`src/rtl/pkt_pack_64to128.sv`:
```
// rtl/pkt_pack_64to128.sv - 64-bit to 128-bit Avalon-ST packet packer
//
// Packs pairs of 64-bit input beats into 128-bit output beats. The first
// beat of a pair lands in [127:64]. Odd-length packets finish with a
// zero-padded lower half and an out_empty that counts the padding.
//
// Ports:
//   clock, reset                 rising-edge clock, synchronous active-high reset
//   in_data/valid/ready          64-bit input beat and handshake
//   in_sop/eop/empty             input framing; in_empty counts unused LSB bytes
//   out_data/valid/ready         128-bit output beat and handshake
//   out_sop/eop/empty            output framing; out_empty is 0..15
//   pkt_count                    packets emitted (eop beats transferred), wraps
//   drop_count                   orphan beats discarded, wraps
//   err_sop, err_orphan          sticky protocol-error flags, cleared by reset only
module pkt_pack_64to128 #(
  parameter int COUNT_W = 32
) (
  input  logic               clock,
  input  logic               reset,
  input  logic [63:0]        in_data,
  input  logic               in_valid,
  output logic               in_ready,
  input  logic               in_sop,
  input  logic               in_eop,
  input  logic [2:0]         in_empty,
  output logic [127:0]       out_data,
  output logic               out_valid,
  input  logic               out_ready,
  output logic               out_sop,
  output logic               out_eop,
  output logic [3:0]         out_empty,
  output logic [COUNT_W-1:0] pkt_count,
  output logic [COUNT_W-1:0] drop_count,
  output logic               err_sop,
  output logic               err_orphan
);

  localparam logic [0:0] ST_EMPTY = 1'b0;
  localparam logic [0:0] ST_HALF  = 1'b1;

  logic [0:0]   state;
  logic [63:0]  pend_data;
  logic         pend_sop;
  logic         in_pkt;

  logic         accept;
  logic         orphan;
  logic         restart;
  logic         use_half;
  logic         load;
  logic [127:0] load_data;
  logic         load_sop;
  logic         load_eop;
  logic [3:0]   load_empty;

  // The single output register is the only buffering: a new beat may be
  // taken whenever that register is free or is being emptied this cycle.
  assign in_ready = !out_valid || out_ready;
  assign accept   = in_valid && in_ready;
  assign orphan   = accept && !in_sop && !in_pkt;
  assign restart  = accept && in_sop && in_pkt;
  // A sop beat always starts fresh, so any pending half is abandoned.
  assign use_half = (state == ST_HALF) && !in_sop;

  always_comb begin
    load       = 1'b0;
    load_data  = '0;
    load_sop   = 1'b0;
    load_eop   = 1'b0;
    load_empty = '0;
    if (accept && !orphan) begin
      if (use_half) begin
        load       = 1'b1;
        load_data  = {pend_data, in_data};
        load_sop   = pend_sop;
        load_eop   = in_eop;
        load_empty = in_eop ? {1'b0, in_empty} : 4'd0;
      end else if (in_eop) begin
        // Lone eop beat: the missing lower half is 8 more unused bytes.
        load       = 1'b1;
        load_data  = {in_data, 64'h0};
        load_sop   = in_sop;
        load_eop   = 1'b1;
        load_empty = 4'd8 + {1'b0, in_empty};
      end
    end
  end

  always_ff @(posedge clock) begin
    if (reset) begin
      state      <= ST_EMPTY;
      pend_data  <= '0;
      pend_sop   <= 1'b0;
      in_pkt     <= 1'b0;
      out_valid  <= 1'b0;
      out_data   <= '0;
      out_sop    <= 1'b0;
      out_eop    <= 1'b0;
      out_empty  <= '0;
      pkt_count  <= '0;
      drop_count <= '0;
      err_sop    <= 1'b0;
      err_orphan <= 1'b0;
    end else begin
      if (accept && !orphan) begin
        if (use_half) begin
          state <= ST_EMPTY;
        end else if (!in_eop) begin
          state     <= ST_HALF;
          pend_data <= in_data;
          pend_sop  <= in_sop;
        end else begin
          state <= ST_EMPTY;
        end
        // Accepted non-orphan beats are either a sop or inside a packet.
        in_pkt <= !in_eop;
      end

      if (orphan) begin
        drop_count <= drop_count + 1'b1;
        err_orphan <= 1'b1;
      end

      if (restart) begin
        err_sop <= 1'b1;
      end

      if (load) begin
        out_valid <= 1'b1;
        out_data  <= load_data;
        out_sop   <= load_sop;
        out_eop   <= load_eop;
        out_empty <= load_empty;
      end else if (out_ready) begin
        out_valid <= 1'b0;
      end

      if (out_valid && out_ready && out_eop) begin
        pkt_count <= pkt_count + 1'b1;
      end
    end
  end

endmodule
```
`config.mk`:
```
export PLATFORM = sky130hd
export DESIGN_NAME = pkt_pack_64to128
export DESIGN_NICKNAME = d
export VERILOG_FILES = /design/src/rtl/pkt_pack_64to128.sv
export SDC_FILE = /design/constraint.sdc
export NUM_CORES = 1
export LEC_CHECK = 0
export BUFFER_PORTS_ARGS = -buffer_cell sky130_fd_sc_hd__buf_2
export CAP_MARGIN = 20
export CORE_MARGIN = 8
export CORE_UTILIZATION = 53
export DETAILED_ROUTE_END_ITERATION = 8
export PLACE_DENSITY = 0.8
export SLEW_MARGIN = 10
export SYNTH_ARGS = -nofsm -noshare
export SYNTH_HDL_FRONTEND = slang
export SYNTH_SLANG_ARGS = --single-unit
```
`constraint.sdc`:
```
create_clock -name clock -period 6.3 [get_ports clock]
set_input_delay 0.315 -clock clock [delete_from_list [all_inputs] [get_ports clock]]
set_output_delay 0.315 -clock clock [all_outputs]
set_load 0.005 [all_outputs]
```
## Word level (Yosys, flattened, before mapping)

Index checks and enable logic that the tools add are counted.
Widths: inputs -> output; s select.

- Flip-flop bits (word level): 268
- Bits in latches: 0
- Bits in writable memories: 0
- Bits in read-only memories: 0
- Bits of input ports: 73
- Logic and storage cells: 54
- Memories kept: 0

- Add/subtract/negate cells: 3
- Multipliers: 0
- Div/mod/pow operators: 0
- Order comparisons: 0
- Eq/ne operators: 0
- Shift operators: 0
- Muxes and demuxes: 19
- Bitwise operators: 2
- Reductions and logical operators: 17

Operators with widths:

| cell | count |
|---|---|
| $mux 128 | 3 |
| $add 32x1->32 const B | 2 |
| $mux 1 | 12 |
| $mux 4 | 3 |
| $logic_and 1x1->1 | 9 |
| $logic_not 1->1 | 5 |
| $add 4x3->4 const A | 1 |
| $mux 3 | 1 |
| $reduce_and 3->1 | 1 |
| $not 1->1 | 2 |
| $reduce_bool 2->1 | 1 |
| $logic_or 1x1->1 | 1 |

## Depth between registers and ports, before layout

Gate-level depths: netlist of the first run.

- Word-level depth: 9
- Gate-level depth with buffers: 9

## Least setup slack after synthesis of the first run

OpenSTA, ideal clock, no wires.

- Path kind: register to register
- Start point: reg pkt_count[2]
- End point: reg pkt_count[31]
- Arrival: 1.883 ns
- Required time: 6.177 ns
- Slack: 4.294 ns
- Stages on the path, launching flop included: 7
- Buffers on the path: 2
- Cell sequence: dfxtp_1 nand4_2 or4_1 buf_2 buf_6 nor4_2 mux2_1

- Longest elaborated chain between the ends: 1

RTL lines:

| element | line | RTL |
|---|---|---|
| from (decl) | 33 | `output logic [COUNT_W-1:0] pkt_count,` |
| from (signal assigned) | 140 | `pkt_count <= pkt_count + 1'b1;` |
| $add 32x1->32 | 140 |  |

Every way passes these cells.
A chain may end at the register's enable or synchronous reset.

## Final worst setup path of the first run

- Start point: reg out_valid
- End point: reg out_data[33]

- Longest elaborated chain between the ends: 8
- Elaborated cells between the ends (all ways): 9
- Classes of those cells: 2 x mux; 7 x reduce/logical

RTL lines:

| element | line | RTL |
|---|---|---|
| from (decl) | 28 | `output logic out_valid,` |
| from (signal assigned) | 96 | `out_valid <= 1'b0;` |
| from (signal assigned) | 130 | `out_valid <= 1'b1;` |
| from (signal assigned) | 136 | `out_valid <= 1'b0;` |
| $logic_not 1->1 * | 59 | `assign in_ready = !out_valid \|\| out_ready;` |
| $logic_or 1x1->1 * | 59 |  |
| $logic_and 1x1->1 * | 60 | `assign accept = in_valid && in_ready;` |
| $logic_and 1x1->1 (2 in a row) | 61 | `assign orphan = accept && !in_sop && !in_pkt;` |
| $logic_not 1->1 | 72 | `if (accept && !orphan) begin` |
| $logic_and 1x1->1 * | 72 |  |
| $mux 128 or $mux 1 (tied branches) | 72 |  |
| to (signal assigned) | 131 | `out_data <= load_data;` |
| to (decl) | 27 | `output logic [127:0] out_data,` |

Every way passes the cells marked *; elsewhere a longest branch is shown, timed or not.

==> impl_metrics.yaml, run 1 <==
sta:
  holdWs_ps: 26.6
  finalSetupTns_ps: 0
  finalSetupViolations: 0
  final-hold-violation-count: 0
  rsz0062_at_grt: "false"
  fin_skew_ps: 7.63
  max_freq_ghz: 0.336
  fin_crit_ps: 2980
  maxSlewHeadroom_pct: 31.0
  report.final.slew_viol_count: 0
  fin_crit_sh_pct: 47.3
  tightest_slew_ps: 1030
routing:
  wirelength_um: 30000
  num_vias: 9952
  post_drt_wl_per_cell_um: 17.4
  drcViolationCount: 0
  detail-route-antenna-nets: 0
  first_iter_violations: 874
  first_pass_iters: 7
  vias_per_cell: 5.78
layout:
  syn2layout_area_growth_pct: 22.8
  drive_gt1_share_pct: 23.7
  layout_common_cells: "273 x buf_2, 268 x dfxtp_1, 221 x nand2_1"
  fill_cells: 1605
  final_common_cell: "buf_2"
  final_util_pct: 66.7
  nets: 1510
logic_synthesis:
  synth_warnings: 0
  synth_top_area_share_pct: 50.6
  synth_top_family_by_area: "simple AND/OR/NAND/NOR gates"
  synthTopCellsByArea: "dfxtp_1 51%, nand2_1 7.8%, a22o_1 5.3%"
  synth-compound-area-share_pct: 18.9
  mappedNetlistArea_um2: 10600
  synth_fa_ha_area_share_pct: 0.236
  yosysUniqueCellTypes: 46
  synth_top_flop_cell: "dfxtp_1"
  synth_top_area_cell: "dfxtp_1"
  avgSynthCellArea_um2: 8.67
  synth_nets: 1298
  ys_ff_latch: 268
  seq_area_frac_synth_pct: 50.6
  synth_cells: 1223
  muxShareOfSynthArea_pct: 1.58
  synthSimpleGateAreaFrac_pct: 23.2
  synth_xor_area_share_pct: 0.991
  async_flop_share_pct: 0
  synth_edf_count: 0
hold_path:
  min_path_type: "in2reg"
setup_path:
  criticalPathCategory: "reg2reg"
  path_max_fanout: 49
  endpoint_kind: "flop"
  arrival_ps: 3440
  reg2reg_slack_ps: 3320
  crit_path_start_kind: "flop"
  critPathRequiredTime_ps: 6760
floorplanning:
  start_util_pct: 54.3
  die_height_um: 157
  io_pins: 275
  dieWidth_um: 157
  core-area_um2: 19500
  rows: 51
  die_area_um2: 24800
clocking:
  ctsLongestPathBuffers: 3
  cts_sinks: 268
  path_clk_slew_ps: 60
  hold_buffers: 0
  cts_root_buf: "clkbuf_16"
  postCtsSetupBuffers: 0
  cts_tree: "built"
  post_cts_resize_count: 0
  htreeDepth: 1
  clk_latency_ps: 530
  cts_buffers: 28
run_status:
  status: "completed"
global_routing:
  grtUsageTotal_pct: 23.2
  grt_max_degree: 103
  grt_antenna_before_repair: 7
  overflow: 0
  grt_pass1_wl_um: 47700
  first_global_vias: 9259
placement:
  gp_routability_congestion: 0.799
  place.port_buffers: 274
  dpl.hpwl_um: 19000
power_and_ir_drop:
  power_density_nw_per_um2: 289
  power_mw: 3.77
  vdd_ir_drop_max_mv: 0.168
  p_leak_nw: 5.21
job:
  max_cap_violations: 0
through the flow:
stage                     instances  area [um2]  worst slack, ps
after global routing           1723       13000             3040
after global placement         1669       12000             3450
after detailed placement       1670       12000             3350
final                          1723       13000             3320
after floorplan                1223       10600             4290
after CTS                      1720       13000             3330
synthesized netlist by cell type (2+ instances only):
| cell type | instances |
|---|---|
| a211oi_1 | 3 |
| a21oi_1 | 107 |
| a22o_1 | 64 |
| a22oi_1 | 3 |
| a311oi_1 | 64 |
| and3_1 | 3 |
| and4_1 | 7 |
| buf_1 | 13 |
| buf_2 | 23 |
| buf_6 | 2 |
| clkbuf_1 | 65 |
| dfxtp_1 | 268 |
| ha_1 | 2 |
| inv_1 | 12 |
| mux2_1 | 13 |
| nand2_1 | 221 |
| nand3_1 | 83 |
| nand4_1 | 18 |
| nand4_2 | 2 |
| nor2_1 | 103 |
| nor2b_1 | 16 |
| nor3_1 | 10 |
| nor4_1 | 13 |
| o21ai_0 | 8 |
| o31ai_1 | 28 |
| or3_1 | 9 |
| or4_1 | 34 |
| xnor2_1 | 6 |
| xor2_1 | 6 |
power by group:
group	leakage (nW)	total (mW)	switching, mW	internal (mW)
Sequential	2.17	1.77	0.0267	1.74
Combinational	2.55	0.254	0.166	0.0885
Clock	0.483	1.74	0.666	1.08
layer usage:
metal	track usage, %	vias up	wire [um]
met1	29.5	4675	12200
met3	6.20	67	2900
met5	0	-	46
met4	8.48	8	919
li1	-	4836	-
met2	37.3	366	13900
worst paths after layout:
check | end | startpoint | depth (start not counted)
hold / removal | out_data[42] | in_data[42] | 2
hold reg to reg | pend_data[29] | pend_data[29] | 2
setup reg to reg | out_data[33] | out_valid | 5
setup / recovery | out_data[33] | out_valid | 5
worst max-delay path, cell delays in order (launching register included):
cell	delay, ps
dfxtp_1	420
nor2b_1	510
nor3_1	260
nor3_2	830
buf_4	620
a22o_1	260
sequential cells by signal (all words and copies together) (netlist names), 4 cells and up:
register,cells
out_data,128
pend_data,64
drop_count,32
pkt_count,32
out_empty,4
area by class of cell:
type                            count  area, um2  share of cell area, %
Inverter                           13       48.8                  0.375
Timing Repair Buffer              285       1480                   11.3
Multi-Input combinational cell    839       4810                   37.0
Sequential cell                   268       5370                   41.2
Tap cell                          265        332                   2.55
Clock buffer                       37        786                   6.03
Antenna cell                        3       7.51                 0.0577
Clock inverter                     13        193                   1.48
kinds of logic (layout without fill, tap and decap cells):
family,Yosys count,in the layout
other,0,3
buffers and inverters,116,348
xor gates and xnor gates,12,12
muxes,15,15
DFF,268,268
adders and majority gates,2,2
and+or+nand+nor,527,527
AOI/OAI and AO/OA,283,283
No activity file was read; power rests on OpenSTA's default activity.
==> run 2, diff against run 1 <==
clock period = 2.9 ns   (was 6.3 ns; I/O delays follow)
==> run 2 against run 1 <==
Net effect:
- utilization increased by 3.6 points
- sequential power increased by 120%
- global-route usage increased by 1.3 points
- cell count increased by 4.1%
- final area increased by 5.4%
- clock power increased by 100%
- flip-flop and latch count unchanged
- worst hold slack got worse by 11 ps
- maximum frequency increased by 27%
- largest power group unchanged
- worst setup slack got worse by 2800 ps
- sequential share of layout area decreased by 2.1 points
- total power increased by 110%
==> impl_metrics.yaml, run 2 (synthesis gave the netlist of run 1 again) <==
run_status:
  status: "completed"
floorplanning:
  die_height_um: 157
  io_pins: 275
  rows: 51
  core-area_um2: 19500
  dieWidth_um: 157
  die_area_um2: 24800
  start_util_pct: 54.3
sta:
  final-hold-violation-count: 0
  max_freq_ghz: 0.428
  tightest_slew_ps: 900
  fin_skew_ps: 12.9
  fin_crit_ps: 2340
  maxSlewHeadroom_pct: 40.0
  rsz0062_at_grt: "false"
  report.final.slew_viol_count: 0
  finalSetupViolations: 0
  fin_ws_ps: 564
  finalSetupTns_ps: 0
  fin_crit_sh_pct: 80.6
routing:
  drcViolationCount: 0
  detail-route-antenna-nets: 0
  wirelength_um: 32000
  num_vias: 10400
  first_iter_violations: 727
  vias_per_cell: 5.80
  first_pass_iters: 4
  post_drt_wl_per_cell_um: 17.8
global_routing:
  overflow: 0
  grt_antenna_before_repair: 2
  grt_max_degree: 105
  grt_pass1_wl_um: 50400
  first_global_vias: 9832
  grtUsageTotal_pct: 24.6
clocking:
  path_clk_slew_ps: 60
  cts_tree: "built"
  cts_buffers: 27
  post_cts_resize_count: 0
  clk_latency_ps: 520
  cts_root_buf: "clkbuf_16"
  ctsLongestPathBuffers: 3
  cts_sinks: 268
  htreeDepth: 1
setup_path:
  criticalPathCategory: "reg2reg"
  worstReg2RegStart: "out_valid"
  path_max_fanout: 49
  crit_path_start_kind: "flop"
  reg2regPathDepth: 5
  critPathRequiredTime_ps: 3350
  path_cells: "nor2b_1 -> nor3_1 -> nor3_2 -> buf_4 -> a22o_1"
  arrival_ps: 2790
  reg2reg_slack_ps: 560
  timing.rr.end: "out_data[32]"
  worst-path-buf-inv: 1
  crit_path_start: "out_valid"
  cp_top_family: "simple AND/OR/NAND/NOR gates"
  cp-endpoint: "out_data[32]"
  cpMaxStageDelayCell: "nor2b_1"
  worst-path-stages: 5
  slowest_delay_ps: 550
  endpoint_kind: "flop"
power_and_ir_drop:
  p_leak_nw: 5.50
  power_density_nw_per_um2: 587
  vdd_ir_drop_max_mv: 0.451
placement:
  pre_cts_ws_ps: 631
  placed_area_um2: 12100
  place.port_buffers: 274
  gp_routability_congestion: 0.829
  dpl.cell_count: 1676
  dpl.hpwl_um: 19700
layout:
  layoutNonFillerInstCount: 1794
  largest_reg_flops: 128
  layout_common_cells: "273 x buf_2, 268 x dfxtp_1, 221 x nand2_1"
  nets: 1583
  final_common_cell: "buf_2"
  finalInstanceArea_um2: 13700
  largest_register: "out_data"
  reg_top3: "out_data (128), pend_data (64)"
  fill_cells: 1478
  syn2layout_area_growth_pct: 29.4
  final_util_pct: 70.2
  drive_gt1_share_pct: 22.9
hold_path:
  min_path_type: "in2reg"
job:
  max_cap_violations: 0
run 2: cell types whose count changed in the layout (fill, tap and decap cells not counted), sizes merged:
cell,change
clkbuf,+1
clkinv,-1
diode,-1
dlygate4sd3,+68
bufinv,-2
buf,+6
run 2: area by class of cell:
class	instances	area (um2)	share of cell area, %
antenna	2	5.00	0.0365
timing repair buffer	359	2240	16.3
tap	265	332	2.42
multi-input combinational	839	4810	35.1
inverter	13	48.8	0.356
clock inverter	10	131	0.958
clock buffer	38	787	5.74
sequential	268	5370	39.1
run 2: worst min-delay path by stage:
| stage | slack (ps) | start | to | cells after the start |
|---|---|---|---|---|
| after floorplan | 270 | in_data[0] | out_data[0] | 1 |
| after detailed placement | 390 | in_data[62] | out_data[62] | 2 |
| final | 20 | reset | pkt_count[10] | 2 |
| after global placement | 390 | in_data[62] | out_data[62] | 2 |
| after global routing | 30 | reset | pkt_count[8] | 2 |
| after CTS | 6 | out_ready | pkt_count[2] | 4 |
run 2: per-layer routing:
layer	up-vias	GRT usage, %	part of all wire (%)
met1	4926	29.6	39
li1	4972	-	-
met2	427	41.6	48
met5	-	0	0
met3	83	5.51	8.5
met4	0	10.2	3.9
run 2: where the power goes:
group | leakage, nW | total (mW) | switching [mW] | internal [mW]
sequential | 2.17 | 3.84 | 0.0561 | 3.78
combinational | 2.88 | 0.642 | 0.383 | 0.259
clock | 0.454 | 3.56 | 1.41 | 2.15
run 2: per-stage QoR:
stage	hold slack, ps	power [mW]
6_report	15.1	8.05
5_1_grt	25.9	8.34
4_1_cts	6.10	8.09
3_5_place_dp	386	4.48
3_3_place_gp	386	4.47
2_1_floorplan	270	4.22
run 2: timing repair:
action                                 4_1_cts  5_1_grt
endpoints found under the hold margin      196        0
buffers inserted                             0        0
hold buffers                                68        0
